===== config.mk =====
export PLATFORM = sky130hd
export DESIGN_NAME = id_ex_operand_stage
export DESIGN_NICKNAME = d
export VERILOG_FILES = /design/src/rtl/id_ex_operand_stage.sv
export SDC_FILE = /design/constraint.sdc
export NUM_CORES = 1
export LEC_CHECK = 0
export ABC_AREA = 1
export CAP_MARGIN = 20
export CORE_MARGIN = 10
export CORE_UTILIZATION = 49
export CTS_CLUSTER_SIZE = 40
export DETAILED_ROUTE_END_ITERATION = 16
export PLACE_DENSITY = 0.86
export SYNTH_ARGS = -nofsm -noshare
export SYNTH_HDL_FRONTEND = slang
export SYNTH_SLANG_ARGS = --single-unit

===== constraint.sdc =====
create_clock -name clk -period 2.9 [get_ports clk]
set_input_delay 0.435 -clock clk [delete_from_list [all_inputs] [get_ports clk]]
set_output_delay 0.435 -clock clk [all_outputs]
set_load 0.01 [all_outputs]

===== src/rtl/id_ex_operand_stage.sv =====
// ID/EX operand stage: two-entry skid buffer that selects and captures arithmetic operands.
// Optional writeback bypass into captured and held operands is enabled by OPERAND_FORWARDING_EN.
module id_ex_operand_stage #(
    parameter int unsigned XLEN = 32
) (
    input  logic            clk,
    input  logic            rst_n,
    input  logic            in_valid,
    output logic            in_ready,
    input  logic [4:0]      in_rs1_addr,
    input  logic [4:0]      in_rs2_addr,
    input  logic [4:0]      in_rd_addr,
    input  logic [XLEN-1:0] in_rs1_data,
    input  logic [XLEN-1:0] in_rs2_data,
    input  logic [XLEN-1:0] in_pc,
    input  logic [XLEN-1:0] in_imm,
    input  logic            in_use_pc,
    input  logic            in_use_imm,
    input  logic [1:0]      in_sel,
    input  logic            flush,
    input  logic            wb_valid,
    input  logic [4:0]      wb_rd_addr,
    input  logic [XLEN-1:0] wb_data,
    output logic            out_valid,
    input  logic            out_ready,
    output logic [XLEN-1:0] operand_a,
    output logic [XLEN-1:0] operand_b,
    output logic [1:0]      arith_sel,
    output logic [4:0]      out_rd_addr
);

    localparam int unsigned REG_AW = 5;
    localparam int unsigned SEL_W  = 2;

    typedef struct packed {
        logic [XLEN-1:0]   a;
        logic [XLEN-1:0]   b;
        logic [SEL_W-1:0]  sel;
        logic [REG_AW-1:0] rd;
        logic [REG_AW-1:0] rs1;
        logic [REG_AW-1:0] rs2;
        logic              a_rs;
        logic              b_rs;
    } entry_t;

    typedef enum logic [1:0] {
        EMPTY = 2'd0,
        ONE   = 2'd1,
        FULL  = 2'd2
    } state_t;

    state_t state_q, state_d;
    entry_t main_q, skid_q, cap, main_fwd, skid_fwd;
    logic   accept, deliver;
    logic   ld_main_in, ld_main_skid, ld_skid;
    logic   in_ready_d, out_valid_d;
    logic   wb_hit1, wb_hit2;
    logic [XLEN-1:0] rs1_val, rs2_val;

    assign accept  = in_valid && in_ready;
    assign deliver = out_valid && out_ready;

`ifdef OPERAND_FORWARDING_EN
    function automatic entry_t fwd(entry_t e, logic v, logic [REG_AW-1:0] rd, logic [XLEN-1:0] d);
        fwd = e;
        if (v && (rd != REG_AW'(0))) begin
            if (e.a_rs && (e.rs1 == rd)) fwd.a = d;
            if (e.b_rs && (e.rs2 == rd)) fwd.b = d;
        end
    endfunction

    assign wb_hit1  = wb_valid && (wb_rd_addr != REG_AW'(0)) && (wb_rd_addr == in_rs1_addr);
    assign wb_hit2  = wb_valid && (wb_rd_addr != REG_AW'(0)) && (wb_rd_addr == in_rs2_addr);
    assign main_fwd = fwd(main_q, wb_valid, wb_rd_addr, wb_data);
    assign skid_fwd = fwd(skid_q, wb_valid, wb_rd_addr, wb_data);
`else
    logic unused_wb;
    assign unused_wb = ^{wb_valid, wb_rd_addr, wb_data};
    assign wb_hit1   = 1'b0;
    assign wb_hit2   = 1'b0;
    assign main_fwd  = main_q;
    assign skid_fwd  = skid_q;
`endif

    // x0 always reads zero, ahead of any bypass
    assign rs1_val = (in_rs1_addr == REG_AW'(0)) ? XLEN'(0) : (wb_hit1 ? wb_data : in_rs1_data);
    assign rs2_val = (in_rs2_addr == REG_AW'(0)) ? XLEN'(0) : (wb_hit2 ? wb_data : in_rs2_data);

    always_comb begin
        cap      = '0;
        cap.a    = in_use_pc  ? in_pc  : rs1_val;
        cap.b    = in_use_imm ? in_imm : rs2_val;
        cap.sel  = in_sel;
        cap.rd   = in_rd_addr;
        cap.rs1  = in_rs1_addr;
        cap.rs2  = in_rs2_addr;
        cap.a_rs = !in_use_pc;
        cap.b_rs = !in_use_imm;
    end

    always_ff @(posedge clk or negedge rst_n) begin
        if (!rst_n) state_q <= EMPTY;
        else        state_q <= state_d;
    end

    always_comb begin
        state_d = state_q;
        case (state_q)
            EMPTY:   if (accept) state_d = ONE;
            ONE:     if (accept && !deliver) state_d = FULL;
                     else if (!accept && deliver) state_d = EMPTY;
            FULL:    if (deliver) state_d = ONE;
            default: state_d = EMPTY;
        endcase
        if (flush) state_d = EMPTY;
    end

    always_comb begin
        ld_main_in   = 1'b0;
        ld_main_skid = 1'b0;
        ld_skid      = 1'b0;
        in_ready_d   = (state_d != FULL);
        out_valid_d  = (state_d != EMPTY);
        if (!flush) begin
            case (state_q)
                EMPTY:   ld_main_in = accept;
                ONE: begin
                    ld_main_in = accept && deliver;
                    ld_skid    = accept && !deliver;
                end
                FULL:    ld_main_skid = deliver;
                default: ;
            endcase
        end
    end

    always_ff @(posedge clk or negedge rst_n) begin
        if (!rst_n) begin
            in_ready  <= 1'b0;
            out_valid <= 1'b0;
            main_q    <= '0;
            skid_q    <= '0;
        end else begin
            in_ready  <= in_ready_d;
            out_valid <= out_valid_d;
            if (ld_main_in)        main_q <= cap;
            else if (ld_main_skid) main_q <= skid_fwd;
            else                   main_q <= main_fwd;
            if (ld_skid) skid_q <= cap;
            else         skid_q <= skid_fwd;
        end
    end

    assign operand_a   = main_q.a;
    assign operand_b   = main_q.b;
    assign arith_sel   = main_q.sel;
    assign out_rd_addr = main_q.rd;

endmodule


# --- After elaboration in Yosys (flattened, before gate mapping) ---
# Cells that the tools add are included.
word_totals:
  mem_bits_ro: 0
  reg_bits: 158
  input_bits: 190
  ramBits: 0
  n_memories: 0
  latch_bits: 0
  elab_cells: 50
classes:
  bitwise: 0
  addsub: 0
  mux: 18
  n_div: 0
  reduce_logical: 14
  n_lt_le_gt_ge: 0
  n_eq_ne: 3
  shifts: 0
  n_mul: 0
op_table:
  columns: ["op", "n"]
  rows:
  - ["$mux W83", 2]
  - ["$mux W32", 4]
  - ["$logic_not A5 Y1", 2]
  - ["$mux W2", 5]
  - ["$pmux W2 S3", 1]
  - ["$logic_and A1 B1 Y1", 5]
  - ["$mux W1", 5]
  - ["$logic_not A1 Y1", 4]
  - ["$reduce_bool A2 Y1", 2]
  - ["$eq A2 B1 Y1 const B", 1]
  - ["$eq A2 B2 Y1 const B", 1]
  - ["$logic_not A2 Y1", 1]
  - ["$ne A2 B2 Y1 const B", 1]
  - ["$pmux W1 S2", 1]

# --- Longest topological paths before layout ---
# Gate-level depths: netlist (run 1).
logic_depth:
  word_depth: 8
  depth_mapped: 8
  depth_no_buf: 7

# --- Worst setup path after synthesis (run 1) ---
# Ideal clock, no wire load.
synth_path:
  kind: "input -> register"
  startpoint: "input port out_ready"
  endpoint: "register main_q (netlist bit operand_b[20])"
  t_arrival_ps: 1156
  setup_ps: 125
  path_stages: 7
  slack_ps: 1620
  path_cell_list: "nand2_1 -> nand2_1 -> nand3_1 -> buf_4 -> buf_2 -> nand3_1 -> nand3_1"
synth_between:
  elab_chain_len: 5
synth_lines:
  columns: ["item", "line_no", "source"]
  rows:
  - ["start: declaration", "25", "input logic out_ready,"]
  - ["$logic_and A1 B1 Y1 *", "61", "assign deliver = out_valid && out_ready;"]
  - ["$logic_and A1 B1 Y1", "128", "ld_main_in = accept && deliver;"]
  - ["$pmux W1 S2", "125", "case (state_q)"]
  - ["$mux W1", "124", "if (!flush) begin"]
  - ["$mux W83 or $reduce_bool A2 Y1 (tied branches)", null, null]
  - ["end signal: assignment", "146", "if (ld_main_in) main_q <= cap;"]
  - ["end signal: assignment", "147", "else if (ld_main_skid) main_q <= skid_fwd;"]
  - ["end signal: assignment", "148", "else main_q <= main_fwd;"]
  - ["end: declaration", "53", "entry_t main_q, skid_q, cap, main_fwd, skid_fwd;"]
# Mark *: on every way between the ends. The rest lies on a longest branch, timed or not.
# A chain may end at the register's enable or synchronous reset.

# --- Worst setup path in the final report (run 1) ---
layout_path:
  startpoint: "input port flush"
  endpoint: "register out_valid"
layout_between:
  elab_chain_len: 2
layout_lines:
  columns: ["item", "line_no", "source"]
  rows:
  - ["start: declaration", "20", "input logic flush,"]
  - ["$mux W2", "115", "if (flush) state_d = EMPTY;"]
  - ["$reduce_bool A2 Y1", "123", "out_valid_d = (state_d != EMPTY);"]
  - ["net out_valid_d", "56", "logic in_ready_d, out_valid_d;"]
  - ["end signal: assignment", "145", "out_valid <= out_valid_d;"]
  - ["end: declaration", "24", "output logic out_valid,"]
# The timed path passes the listed nets, and every way through them passes these cells.

==> summary.md, run 1 <==
| Metric | Value |
|---|---|
| Residual DRC | 0 |
| #FFs+latches synth | 146 |
| Final Max Slew Viols | 0 |
| DR top layer | met4 |
| RSZ-0062 raised after global routing | no |
| Syn nets | 1256 |
| Ratio of cells with drive above 1 in the final layout | 4.77% |
| Largest family of logic cells by synthesized area | simple AND/OR/NAND/NOR gates |
| Status | finished, final reports clean |
| Placed cell area | 9720 µm² |
| H-tree levels | 4 |
| R2r worst-path depth | 6 |
| HP Class | in2async |
| CTS max path bufs | 2 |
| Synth Warn # | 0 |
| Post CTS Setup Buffer Count | 0 |
| Endpoints failing setup | 0 |
| Post_cts resized | 0 |
| Multi-input gate area | 3130 µm² |
| Mux cell area share after synthesis | 0% |
| Total CTS buffers | 17 |
| Synth unique cells | 13 |
| GRT Util Overall | 21.9% |
| Die Height | 143 µm |
| Max_slew headroom | 43.8% |
| Commonest cells after routing, fill and taps aside | 562 x nand2_1, 221 x clkdlybuf4s50_1, 146 x dfrtp_1 |
| Worst IR drop on VDD | 377 µV |
| Design area | 10300 µm² |
| Number of DRC markers in iteration 0 | 622 |
| Nets | 1456 |
| Setup_tns | 0 ns |
| Power Total | 7.51 mW |
| Leakage | 5.40 nW |
| Final WL | 22.3 mm |
| Port Buf Inserts | 224 |
| Tcrit/Tclk final | 68.0% |
| Core area | 14600 µm² |
| Rows | 44 |
| Ant. Diodes | 0 |
| Met3 Wirelength | 2.31 mm |
| Power per cell area | 727 nW/µm² |
| Placed Cells | 1431 |
| DR vias | 7310 |
| DRT Pass-1 Iters | 5 |
| TritonCTS clock tree | done |
| Synth Area in Adders | 0% |
| Max Cap Viol | 0 |
| Reg area | 3650 µm² |
| Final min period | 1.97 ns |
| Chip width | 143 µm |
| Final Wtd Congestion | 0.793 |
| CTS Hold Bufs | 0 |
| Area grow syn2layout | 40.1% |
| Mapped Area | 7370 µm² |
| Reg2reg start | state_q[1]$_DFF_PN0_ |
| Hpwl dp | 15.5 mm |
| Synth Area in Compound Gates | 0.407% |
| Remaining Overflow, GRT | 0 |
| Worst slew pin tran | 0.843 ns |
| Worst-path clk slew | 0.06 ns |
| Commonest non-fill, non-tap cell in the layout | nand2_1 |
| Number of global-route vias before repair | 7238 |
| Wirelength per Cell | 15.2 µm |
| R2R Setup Slk | 1.00 ns |
| Via density | 5.00 |
| Clock latency on the worst-skew pair | 0.42 ns |
| Post-layout util | 70.5% |
| WHS | 0.0161 ns |
| Clock skew | 0.00922 ns |
| CTS sink count | 146 |
| Initial antenna violation count | 0 |
| Metal2 WL | 10.4 mm |
| Die ar. | 20300 µm² |
| Xor/xnor share of the synthesized area | 0% |
| First-pass GRT wire length | 36.1 mm |
| Final-layout fill cell count | 1159 |
| Starting Density | 50.3% |
| Root Buffer | clkbuf_16 |
| Post-Synth Simple-Gate Area | 41.9% |
| Largest net degree at the start of global routing | 74 |
| WP data required | 3.25 ns |
| I/O pin count | 263 |
| Cell count after synthesis | 1066 |
| Setup ws final | 0.928 ns |
| Hold Vio Cnt, Final | 0 |
| Met1 wire length | 9.18 mm |
| FMAX | 507 MHz |
| Final Non-Filler Cells | 1463 |
| Setup WS pre-CTS | 0.494 ns |
| CP Max Fanout | 73 |
| Critical Path End Type | flop |
| CP arrival | 2.32 ns |
| Sequential-to-total area share from yosys stat | 49.6% |
| Post-route antenna net violation count | 0 |
| RR Endpoint | out_valid$_DFF_PN0_ |
| Startpoint Class | primary input |
| Setup Crit Path Kind | in2reg |
| Syn avg cell area | 6.91 µm² |
[state kept, by name, summed over array words and instances (netlist names)]
name         count
skid_fwd        71
state_q          2
out_valid        1
out_rd_addr      5
arith_sel        2
operand_a       32
in_ready         1
operand_b       32
[worst max path at each step]
stage | slack, ns | endpoint | cells after the start | from
after floorplan | 1.62 | operand_b[20]$_DFFE_PN0P_ | 7 | out_ready
after global placement | 0.55 | in_ready$_DFF_PN0_ | 6 | flush
after detailed placement | 0.49 | out_valid$_DFF_PN0_ | 7 | flush
after CTS | 0.93 | out_valid$_DFF_PN0_ | 7 | flush
after global routing | 0.82 | out_valid$_DFF_PN0_ | 8 | in_valid
final | 0.93 | out_valid$_DFF_PN0_ | 7 | flush
[critical path, cell delays in order]
cell,delay [ns]
clkdlybuf4s50_1,0.45
nor2_1,0.18
nand2_1,0.16
nor2_4,0.12
buf_4,0.68
a21oi_1,0.17
nand2_1,0.12
[layout make-up]
| type | count | share of cell area (%) |
|---|---|---|
| sequential | 146 | 35.4 |
| multi-input combinational | 781 | 30.3 |
| timing repair buffer | 244 | 23.4 |
| clock buffer | 19 | 4.29 |
| inverter | 76 | 2.76 |
| tap | 184 | 2.23 |
| clock inverter | 13 | 1.55 |
[cell families (layout without fill, tap and decap cells)]
logic type / Yosys count / count (layout)
and+or+nand+nor: 775 / 775
DFF: 146 / 146
buffers and inverters: 139 / 352
AOI/OAI and AO/OA: 6 / 6
[cells in the mapped netlist]
cell      number  area, µm²
nor2_1        73        274
inv_1         73        274
dfrtp_1      146       3650
nand3_1      137        686
buf_2         36        180
buf_1          1       3.75
clkbuf_1      17       63.8
o21ai_0        3       15.0
buf_4          9       67.6
nand2_1      563       2110
nor2_2         2       12.5
inv_2          3       11.3
a21oi_1        3       15.0
[power breakdown]
group / switching [mW] / total (mW) / internal, mW
clock network: 0.850 / 2.22 / 1.37
registers: 0.388 / 3.15 / 2.76
logic: 1.03 / 2.14 / 1.11
total: 2.27 / 7.51 / 5.24
[layer usage]
metal / vias up / GRT usage [%]
li1: 3638 / -
met3: 28 / 8.06
met4: 0 / 6.89
met1: 3358 / 26.0
met2: 286 / 36.3
met5: - / 0
No activity file was read; power rests on OpenSTA's default activity.
==> run 2, diff against run 1 <==
CORE_UTILIZATION = 41   (was 49)
PLACE_DENSITY = 0.77   (was 0.86)
clock period = 1.7 ns   (was 2.9 ns; I/O delays follow)
==> summary.md, run 2 (synthesis results as in run 1) <==
| Metric | Value |
|---|---|
| Setup Crit Path Kind | reg2out |
| CTS Hold Bufs | 1 (+1) |
| GRT Util Overall | 19.2% (-2.8 points) |
| Ratio of cells with drive above 1 in the final layout | 5.65% (+0.89 points) |
| Clock skew | 0.00783 ns (-0.00139 ns) |
| WP data required | 1.44 ns (-1.81 ns) |
| Max reg flops | 71 (unchanged) |
| Critical Path End Type | output port |
| Final WL | 22.7 mm (+2.0%) |
| Residual DRC | 0 (unchanged) |
| Crit path launch | operand_b[24]$_DFFE_PN0P_ |
| Largest net degree at the start of global routing | 65 (-12%) |
| Post_cts resized | 0 (unchanged) |
| CTS max path bufs | 2 (unchanged) |
| Power per cell area | 1220 nW/µm² (+67%) |
| Nets | 1468 (+0.82%) |
| WP buf/inv | 1 (-1) |
| Wirelength per Cell | 14.9 µm (-1.7%) |
| Setup WS pre-CTS | -0.147 ns (-0.641 ns) |
| Chip width | 154 µm (+8.0%) |
| Hold Vio Cnt, Final | 0 (unchanged) |
| Commonest non-fill, non-tap cell in the layout | nand2_1 |
| H-tree levels | 4 (unchanged) |
| Number of DRC markers in iteration 0 | 305 (-51%) |
| Startpoint Class | flop |
| CP Max Fanout | 2 (-97%) |
| Max Cap Viol | 0 (unchanged) |
| Power Total | 13.0 mW (+74%) |
| Final-layout fill cell count | 1533 (+32%) |
| Die ar. | 23700 µm² (+17%) |
| Final min period | 1.62 ns |
| Number of global-route vias before repair | 7382 (+2.0%) |
| Crit path to | operand_b[24] |
| Worst IR drop on VDD | 719 µV (+90%) |
| Total CTS buffers | 17 (unchanged) |
| Rows | 48 (+9.1%) |
| Root Buffer | clkbuf_16 |
| Commonest cells after routing, fill and taps aside | 562 x nand2_1, 221 x clkdlybuf4s50_1, 146 x dfrtp_1 |
| DR vias | 7225 (-1.2%) |
| Reg2reg start | out_valid$_DFF_PN0_ |
| Max_slew headroom | 75.3% (+31 points) |
| R2r worst-path depth | 8 (+2) |
| Remaining Overflow, GRT | 0 (unchanged) |
| TritonCTS clock tree | done |
| Via density | 4.76 (-4.7%) |
| Worst slew pin tran | 0.370 ns (-0.472 ns) |
| FMAX | 617 MHz |
| Setup ws final | 0.0791 ns (-0.849 ns) |
| Leakage | 5.57 nW (+3.2%) |
| Starting Density | 42.2% (-8.2 points) |
| DRT Pass-1 Iters | 4 (-1) |
| R2R Setup Slk | 0.17 ns (-0.83 ns) |
| Cell class contributing the biggest share of worst-path delay | buffers and inverters |
| Slowest stage delay, CP | 0.60 ns (-0.08 ns) |
| Crit-path cells | clkdlybuf4s50_1 |
| CP arrival | 1.37 ns (-0.95 ns) |
| I/O pin count | 263 (unchanged) |
| Status | finished, final reports clean |
| Die Height | 154 µm (+8.0%) |
| First-pass GRT wire length | 37.5 mm (+3.9%) |
| Final Wtd Congestion | 0.789 (-0.48%) |
| Tcrit/Tclk final | 95.3% |
| Post CTS Setup Buffer Count | 0 (unchanged) |
| RSZ-0062 raised after global routing | no |
| Initial antenna violation count | 2 (+2) |
| Area grow syn2layout | 45.6% |
| RR Endpoint | skid_fwd[81]$_DFFE_PN0P_ |
| Endpoints failing setup | 0 (unchanged) |
| Hpwl dp | 16.3 mm (+5.0%) |
| Port Buf Inserts | 224 (unchanged) |
| HP Class | in2async |
| Clock latency on the worst-skew pair | 0.42 ns (about the same) |
| WHS | 0.326 ns (+0.310 ns) |
| Core area | 17500 µm² (+19%) |
| Worst-path clk slew | 0.06 ns (about the same) |
| Slowest stage cell, crit path | clkdlybuf4s50_1 |
| Final Max Slew Viols | 0 (unchanged) |
| Worst path depth | 1 (-6) |
| Post-route antenna net violation count | 0 (unchanged) |
| CTS sink count | 146 (unchanged) |
-- run 2: per-stage QoR --
| step | setup TNS (ns) | cells | util, % | cell area [µm²] |
|---|---|---|---|---|
| 3_3_place_gp | -6.37 | 1483 | 57.7 | 10100 |
| 3_5_place_dp | -11.28 | 1483 | 57.7 | 10100 |
| 2_1_floorplan | 0 | 1066 | - | 7370 |
| 5_1_grt | 0 | 1517 | 61.4 | 10700 |
| 4_1_cts | 0 | 1516 | 61.4 | 10700 |
| 6_report | 0 | 1518 | 61.4 | 10700 |
-- run 2: final cells by class --
cell class,instances,area (µm²),share of cell area (%)
Sequential cell,146,3650,34.1
Clock inverter,11,150,1.40
Inverter,76,285,2.66
Tap cell,225,282,2.62
Clock buffer,21,480,4.48
Multi-Input combinational cell,781,3130,29.2
Antenna cell,2,5.00,0.0467
Timing Repair Buffer,256,2740,25.5
-- run 2: power breakdown --
| part | total, mW | switching (mW) | internal [mW] |
|---|---|---|---|
| logic | 3.75 | 1.77 | 1.99 |
| clock network | 3.92 | 1.45 | 2.47 |
| registers | 5.37 | 0.661 | 4.70 |
-- run 2: worst min path at each step --
stage | endpoint | slack, ns | cells past startpoint
3_3_place_gp | operand_a[5]$_DFFE_PN0P_ | 0.18 | 1
6_report | operand_a[5]$_DFFE_PN0P_ | 0.33 | 2
2_1_floorplan | arith_sel[0]$_DFFE_PN0P_ | -0.04 | 0
3_5_place_dp | operand_a[5]$_DFFE_PN0P_ | 0.19 | 1
5_1_grt | skid_fwd[56]$_DFFE_PN0P_ | 0.34 | 5
4_1_cts | skid_fwd[56]$_DFFE_PN0P_ | 0.31 | 5
-- run 2: layer usage --
| metal | GRT usage [%] | part of all wire, % |
|---|---|---|
| met4 | 5.67 | 1.1 |
| met3 | 7.03 | 9.2 |
| met2 | 32.2 | 48 |
| met5 | 0 | 0 |
| met1 | 22.4 | 41 |
==> run 3, diff against run 2 <==
CORE_UTILIZATION = 58   (was 41)
DONT_BUFFER_PORTS = 1   (was default)
PLACE_DENSITY = 0.76   (was 0.77)
==> summary.md, run 3 (synthesis results as in run 1) <==
| Metric | Value |
|---|---|
| Die Height | 133 µm (-14%) |
| Number of global-route vias before repair | 6225 (-16%) |
| CP Max Fanout | 51 (+49) |
| Setup Crit Path Kind | reg2reg |
| Slowest stage delay, CP | 0.41 ns (-0.19 ns) |
| First-pass GRT wire length | 31.3 mm (-16%) |
| Final Non-Filler Cells | 1234 (-19%) |
| Commonest non-fill, non-tap cell in the layout | nand2_1 |
| WP data required | 2.01 ns (+0.57 ns) |
| Largest net degree at the start of global routing | 147 (+130%) |
| Setup ws final | 0.139 ns (+0.0598 ns) |
| Final WL | 19.2 mm (-15%) |
| FMAX | 641 MHz (+3.8%) |
| Leakage | 4.58 nW (-18%) |
| Core area | 12500 µm² (-28%) |
| Status | finished with violations |
| TritonCTS clock tree | done |
| Clock skew | 0.0115 ns (+0.00363 ns) |
| Chip width | 133 µm (-14%) |
| Root Buffer | clkbuf_16 |
| Setup_tns | 0 ns (unchanged) |
| Post CTS Setup Buffer Count | 0 (unchanged) |
| Area grow syn2layout | 10.5% |
| DRT Pass-1 Iters | 5 (+1) |
| Final min period | 1.56 ns (-0.0598 ns) |
| I/O pin count | 263 (unchanged) |
| Critical Path End Type | flop |
| Starting Density | 58.9% (+17 points) |
| Post_cts resized | 0 (unchanged) |
| Ratio of cells with drive above 1 in the final layout | 5.18% (-0.48 points) |
| Placed Cells | 1196 (-19%) |
| Residual DRC | 0 (unchanged) |
| Remaining Overflow, GRT | 0 (unchanged) |
| Final Max Slew Viols | 0 (unchanged) |
| Crit-path cells | nand2_1 -> inv_1 -> nand2_1 -> nor2_4 -> inv_2 -> buf_12 -> nand2_1 -> nand2_1 |
| Max reg flops | 71 (unchanged) |
| Worst-path clk slew | 0.06 ns (about the same) |
| Hold Vio Cnt, Final | 146 (+146) |
| CTS sink count | 146 (unchanged) |
| Initial antenna violation count | 0 (-2) |
| HP Class | in2async |
| Worst IR drop on VDD | 717 µV (-0.26%) |
| Final-layout fill cell count | 1125 (-27%) |
| Failing checks | hold timing |
| Hpwl dp | 13.2 mm (-19%) |
| Ant. Diodes | 0 (-2) |
| WHS | -0.465 ns (-0.791 ns) |
| GRT Util Overall | 21.7% (+2.5 points) |
| Clock latency on the worst-skew pair | 0.42 ns (about the same) |
| DR vias | 6386 (-12%) |
| Max Cap Viol | 0 (unchanged) |
| Number of DRC markers in iteration 0 | 468 (+53%) |
| CP arrival | 1.87 ns (+0.50 ns) |
| Port Buf Inserts | 0 (-100%) |
| CP dominant cell by count | nand2_1 |
| Cell class contributing the biggest share of worst-path delay | simple AND/OR/NAND/NOR gates |
| H-tree levels | 4 (unchanged) |
| Post-layout util | 65.0% (+3.7 points) |
| CTS Hold Bufs | 7 (+6) |
| CTS max path bufs | 2 (unchanged) |
| Post-route antenna net violation count | 0 (unchanged) |
| RSZ-0062 raised after global routing | no |
| Tcrit/Tclk final | 91.8% (-3.5 points) |
| Commonest cells after routing, fill and taps aside | 562 x nand2_1, 146 x dfrtp_1, 136 x nand3_1 |
| Wirelength per Cell | 15.6 µm (+4.2%) |
| Max_slew headroom | 78.0% (+2.7 points) |
| Die ar. | 17600 µm² (-26%) |
| WP buf/inv | 3 (+2) |
| Via density | 5.18 (+8.7%) |
| Rows | 41 (-15%) |
| Nets | 1240 (-16%) |
| Final Wtd Congestion | 0.830 (+5.2%) |
| Worst slew pin tran | 0.330 ns (-0.0401 ns) |
| Startpoint Class | flop |
| Power per cell area | 1340 nW/µm² (+10%) |
| Slowest stage cell, crit path | dfrtp_1 |
| Endpoints failing setup | 0 (unchanged) |
| Setup WS pre-CTS | 0.134 ns (+0.281 ns) |
| Total CTS buffers | 17 (unchanged) |
-- run 3: cell count changes in the layout (fill, tap and decap cells not counted), sizes merged --
cell | before | now
bufinv | 3 | 0
clkbuf | 21 | 25
clkinv | 4 | 6
clkinvlp | 2 | 0
buf | 34 | 21
clkdlybuf4s50 | 221 | 0
diode | 2 | 0
inv | 78 | 76
dlygate4sd3 | 1 | 7
-- run 3: path summary, 6_finish.rpt --
kind / startpoint / end / slack [ns] / cells past startpoint
max in group asynchronous: rst_n / skid_fwd[32]$_DFFE_PN0P_ / 1.93 / 0
min in group clk: flush / state_q[0]$_DFF_PN0_ / 0.04 / 3
min: rst_n / operand_a[4]$_DFFE_PN0P_ / -0.46 / 0
max reg2reg: in_ready$_DFF_PN0_ / skid_fwd[64]$_DFFE_PN0P_ / 0.14 / 8
min reg2reg: skid_fwd[15]$_DFFE_PN0P_ / skid_fwd[15]$_DFFE_PN0P_ / 0.47 / 2
max: in_ready$_DFF_PN0_ / skid_fwd[64]$_DFFE_PN0P_ / 0.14 / 8
-- run 3: power breakdown --
group / switching (mW) / total [mW] / internal, mW
logic: 0.994 / 1.78 / 0.789
clock network: 1.35 / 3.34 / 2.00
registers: 1.09 / 5.80 / 4.71
-- run 3: per-layer routing --
metal	global-route usage, %	vias up	routed length [µm]
met5	0	-	0
met4	6.36	0	142
met3	8.59	16	1700
met2	35.5	203	9310
met1	25.7	2964	8080
li1	-	3203	-
-- run 3: stage by stage --
| step | hold WS (ns) | power (mW) | area [µm²] |
|---|---|---|---|
| 3_5_place_dp | -0.0345 | 7.64 | 7540 |
| 3_3_place_gp | -0.0352 | 7.52 | 7540 |
| 5_1_grt | -0.490 | 11.6 | 8140 |
| 4_1_cts | -0.481 | 11.0 | 8140 |
| 6_report | -0.465 | 10.9 | 8140 |
| 2_1_floorplan | -0.0406 | 7.03 | 7370 |
-- run 3: final cells by class --
class	count	area [µm²]	area share [%]
Sequential cell	146	3650	44.9
Timing Repair Buffer	28	328	4.03
Clock buffer	25	495	6.09
Multi-Input combinational cell	781	3130	38.5
Clock inverter	6	30.0	0.369
Tap cell	172	215	2.64
Inverter	76	285	3.50
